## src/rtl/pipe_flow_ctrl.sv

```systemverilog
// Stall/flush sequencer for the five-stage pipeline: merges memory, mul/div, branch and load-use hazards.
// Optional PIPE_STALL_CNT_EN macro adds a wrapping counter of cycles with hold_pc asserted.
module pipe_flow_ctrl #(
   parameter int ADDR_WIDTH = 32,
   parameter int CNT_WIDTH  = 32
) (
   input  logic                  clk,
   input  logic                  rst_n,
   input  logic                  ld_use_hold,
   input  logic                  jump_flag,
   input  logic [ADDR_WIDTH-1:0] jump_addr,
   input  logic                  md_start,
   input  logic                  md_done,
   input  logic                  dmem_req,
   input  logic                  dmem_ack,
   output logic                  hold_pc,
   output logic                  hold_if_id,
   output logic                  hold_id_ex,
   output logic                  hold_ex_mem,
   output logic                  flush_if_id,
   output logic                  flush_id_ex,
   output logic                  flush_ex_mem,
   output logic                  flush_mem_wb,
   output logic                  pc_redirect,
   output logic [ADDR_WIDTH-1:0] redirect_addr,
   output logic                  md_busy,
   output logic [CNT_WIDTH-1:0]  stall_cnt
);

   typedef enum logic [1:0] {IDLE, MD_WAIT, MEM_WAIT} state_t;

   state_t state_q, state_d;
   logic   md_done_pend_q, md_done_pend_d;
   logic   mem_stall;
   logic   md_stall;

   always_comb begin
      mem_stall = dmem_req & ~dmem_ack;
      md_stall  = ((state_q == MD_WAIT) & ~md_done & ~md_done_pend_q) |
                  ((state_q == IDLE) & md_start & ~md_done);
   end

   // A mul/div completion arriving while EX is frozen by memory must not be lost,
   // so it is latched from the first frozen cycle onward.
   always_comb begin
      state_d        = state_q;
      md_done_pend_d = md_done_pend_q;
      if (mem_stall) begin
         state_d        = MEM_WAIT;
         md_done_pend_d = md_done_pend_q | md_done;
      end else begin
         case (state_q)
            MEM_WAIT: begin
               state_d        = (md_start & ~(md_done_pend_q | md_done)) ? MD_WAIT : IDLE;
               md_done_pend_d = 1'b0;
            end
            default: begin
               state_d = md_stall ? MD_WAIT : IDLE;
            end
         endcase
      end
   end

   always_ff @(posedge clk or negedge rst_n) begin
      if (!rst_n) begin
         state_q        <= IDLE;
         md_done_pend_q <= 1'b0;
      end else begin
         state_q        <= state_d;
         md_done_pend_q <= md_done_pend_d;
      end
   end

   // Outputs are gated by rst_n so the pipeline sees no controls while in reset.
   always_comb begin
      hold_pc       = 1'b0;
      hold_if_id    = 1'b0;
      hold_id_ex    = 1'b0;
      hold_ex_mem   = 1'b0;
      flush_if_id   = 1'b0;
      flush_id_ex   = 1'b0;
      flush_ex_mem  = 1'b0;
      flush_mem_wb  = 1'b0;
      pc_redirect   = 1'b0;
      redirect_addr = '0;
      md_busy       = 1'b0;
      if (rst_n) begin
         if (mem_stall) begin
            hold_pc      = 1'b1;
            hold_if_id   = 1'b1;
            hold_id_ex   = 1'b1;
            hold_ex_mem  = 1'b1;
            flush_mem_wb = 1'b1;
         end else if (md_stall) begin
            hold_pc      = 1'b1;
            hold_if_id   = 1'b1;
            hold_id_ex   = 1'b1;
            flush_ex_mem = 1'b1;
            md_busy      = 1'b1;
         end else if (jump_flag) begin
            pc_redirect   = 1'b1;
            redirect_addr = jump_addr;
            flush_if_id   = 1'b1;
            flush_id_ex   = 1'b1;
         end else if (ld_use_hold) begin
            hold_pc     = 1'b1;
            hold_if_id  = 1'b1;
            flush_id_ex = 1'b1;
         end
      end
   end

`ifdef PIPE_STALL_CNT_EN
   logic [CNT_WIDTH-1:0] stall_cnt_q, stall_cnt_d;

   always_comb begin
      stall_cnt_d = stall_cnt_q;
      if (hold_pc) begin
         stall_cnt_d = stall_cnt_q + CNT_WIDTH'(1);
      end
   end

   always_ff @(posedge clk or negedge rst_n) begin
      if (!rst_n) begin
         stall_cnt_q <= '0;
      end else begin
         stall_cnt_q <= stall_cnt_d;
      end
   end

   assign stall_cnt = stall_cnt_q;
`else
   assign stall_cnt = '0;
`endif

endmodule

```

## config.mk

```make
export PLATFORM = sky130hd
export DESIGN_NAME = pipe_flow_ctrl
export DESIGN_NICKNAME = d
export VERILOG_FILES = /design/src/rtl/pipe_flow_ctrl.sv
export SDC_FILE = /design/constraint.sdc
export NUM_CORES = 1
export LEC_CHECK = 0
export CAP_MARGIN = 20
export CORE_MARGIN = 3
export CORE_UTILIZATION = 35
export CTS_BUF_LIST = sky130_fd_sc_hd__clkbuf_8 sky130_fd_sc_hd__clkbuf_16
export DETAILED_ROUTE_END_ITERATION = 12
export DONT_BUFFER_PORTS = 1
export PLACE_DENSITY = 0.52
export SYNTH_ARGS = -nofsm -noshare
export SYNTH_HDL_FRONTEND = slang
export SYNTH_SLANG_ARGS = --single-unit
```

## constraint.sdc

```tcl
create_clock -name clk -period 2.8 [get_ports clk]
set_clock_uncertainty 0.05 [all_clocks]
set_input_delay 0 -clock clk [delete_from_list [all_inputs] [get_ports clk]]
set_output_delay 0 -clock clk [all_outputs]
set_load 0.01 [all_outputs]
```

==> impl_metrics.tcl <==
set metrics [dict create \
    pre_cts_slack_ns 1.05 \
    critical_path.endpoint_type "primary output" \
    largest_family_of_logic_cells_by_synthesized_area "simple AND/OR/NAND/NOR gates" \
    final_hold_viol_count 0 \
    yosys_warnings 0 \
    globalRouteOverflowTotal 0 \
    power.ir.vdd_worst_v 0.000349 \
    dr.pass1.iters 4 \
    min_path_type "in -> reg" \
    yosys.area_share.xor_xnor 0 \
    hold-worst-slack_ns 0.0200 \
    timing.setup.critical_path_class "reg -> out" \
    run_status "finished clean" \
    initial_utilization 0.392 \
    worst_slew_margin_rel 0.564 \
    routed_wl_per_cell_um 14.3 \
    clk_pin_slew_worst_paths_ns 0.03 \
    port_buffer_count 0 \
    detail_route.vias_per_cell 4.78 \
    timing.critical_path.required_ns 2.75 \
    finalSetupViolCount 0 \
    layout-drive-gt1-share 0.153 \
    place_congestion 0.601 \
    io-pin-count 114 \
    syn_area_per_cell_um2 8.25 \
    postRouteWirelength_mm 1.79 \
    crit_path_start_kind "register" \
    cts_num_sinks 3 \
    grt_pass1_vias 451 \
    timing.critical_path.fanout_max 21 \
    die-area_um2 2950 \
    synth-seq-area-share 0.0919 \
    total_power_uw 279 \
    timing.critical_path.arrival_ns 1.90 \
    layout_worst_path_cycle_share 0.698 \
    num_antenna_cells 0 \
    cts.repair_timing.setup_buffer_count 0 \
    core_box_area_um2 2080 \
    number_of_nets_with_antenna_violations_after_detailed_routing 0 \
    ys_ff_latch 3 \
    synth_simple_gate_area_frac 0.430 \
    syn_to_final_growth_pct -8.12 \
    num-nets-final 139 \
    row_count 16 \
    adder_and_majority_gate_portion_of_the_synthesized_area 0 \
    grt_setup_unrepaired "no" \
    post_layout_nonfiller_instances 125 \
    power_per_cell_area_nw_per_um2 372 \
    tritoncts_clock_tree "built" \
    yosysUniqueCellTypes 24 \
    fp.dieH_um 54.3 \
    post-dp-hpwl_mm 1.44 \
    remaining_drc_errors 0 \
    detail_route.iter0.violations 13 \
    synth_compound_gate_area_share 0.0766 \
    maxCapViolations 0 \
    setup_total_negative_slack_ns 0 \
    max_clock_freq_ghz 0.512 \
    fillers 225 \
    syn_inst 99 \
    htreeDepth 1 \
    post_synth_mux_area_share 0 \
    final.min_clock_period_ns 1.95 \
    cellLeakagePower_nw 0.304 \
    die_width_um 54.3 \
    clk_latency_ns 0.22 \
    ctsLongestPathBuffers 2 \
    number_of_antenna_violations_at_the_first_check_in_global_routing 0 \
    global_route_wire_length_before_repair_mm 2.07 \
    grt_max_degree 34 \
    synth.cell_area_um2 817 \
    via_count 597 \
    post-route-worst-setup-slack_ns 0.847 \
    cts_inserted_buffers 3 \
    clock_root_buffer "clkbuf_8" \
    max_slew.worst_pin.slew_ns 0.652 \
    final_max_slew_violation_count 0 \
    placed_cells 117 \
    gr_util_all_layers 0.0985 \
]
## power by group
part           switching [mW]  internal [mW]  total (mW)  leakage (nW)
combinational          0.0692         0.0334       0.103         0.238
clock                  0.0295         0.0934       0.123        0.0269
sequential            0.00567         0.0480      0.0536        0.0384
total                   0.104          0.175       0.279         0.304
## area by class of cell
class	count	area (µm²)	area share
inverters	2	7.51	0.0100
multi-input cells	83	534	0.712
flip-flops and latches	3	75.1	0.100
clock buffers	3	41.3	0.0550
repair buffers	6	55.1	0.0733
clock inverters	1	3.75	0.00500
well taps	27	33.8	0.0450
## logic make-up (layout without fill, tap and decap cells)
| group | after synthesis | count (layout) |
|---|---|---|
| flip-flops | 3 | 3 |
| AO/OA/AOI/OAI | 7 | 7 |
| AND/OR/NAND/NOR | 44 | 44 |
| buffers and inverters | 44 | 12 |
| other | 1 | 32 |
## cells in the mapped netlist (all sizes together)
master	instances	area, µm²
nor2	2	7.51
o31a	1	10.0
and2	1	6.26
o21a	1	7.51
nand3	1	5.00
and3	1	6.26
nand2	1	3.75
nor3	1	5.00
nor3b	33	278
conb	1	3.75
a211oi	1	20.0
inv	2	7.51
clkbuf	2	7.51
o211ai	1	7.51
buf	40	309
a21oi	1	5.00
dfrtp	3	75.1
nand2b	3	33.8
a31oi	2	12.5
nor2b	1	6.26
## path summary, 6_finish.rpt
path                                    end       start  cells past startpoint  slack (ns)
max                        redirect_addr[4]  state_q[0]                      4        0.85
min                          md_done_pend_q    dmem_req                      2        0.02
max reg2reg                      state_q[0]  state_q[0]                      4        1.28
min reg2reg                  md_done_pend_q  state_q[1]                      1        0.54
max in group asynchronous    md_done_pend_q       rst_n                      2        2.04
min in group asynchronous        state_q[0]       rst_n                      2        0.51
## placed cells by master, fill, tap and decap left out, drive strengths merged
master       count
nor3b           33
conb            32
dlygate4sd3      4
inv              3
clkbuf           3
dfrtp            3
nand2b           3
a31oi            2
nor2             2
buf              2
a211oi           1
nand3            1
nand2            1
nor3             1
and2             1
and3             1
o211ai           1
o21a             1
nor2b            1
o31a             1
a21oi            1
## layer usage
metal / vias up / share of wire / GRT usage
met5: - / 0 / 0
met3: 0 / 0.14 / 0.0327
li1: 266 / - / -
met4: 0 / 0 / 0.0290
met1: 265 / 0.30 / 0.0955
met2: 66 / 0.56 / 0.193
## sequential cells by signal, indices dropped and copies added (netlist names)
name / cells
md_done_pend_q: 1
state_q: 2
## per-stage QoR
stage | area [µm²] | utilization
2_1_floorplan | 933 | -
3_5_place_dp | 666 | 0.320
6_report | 751 | 0.361
5_1_grt | 751 | 0.361
3_3_place_gp | 666 | 0.320
4_1_cts | 751 | 0.361
## timing repair
action / CTS / global route
endpoints found under the hold margin: 5 / 0
gates resized for setup: 0 / 0
hold buffers: 4 / 0
## critical path: stages (launching register included)
cell and delay, ns:
dfrtp_1 0.42, nand2b_4 0.17, a211oi_4 0.58, buf_4 0.37, nor3b_1 0.13
(Power assumes the default switching activity.)
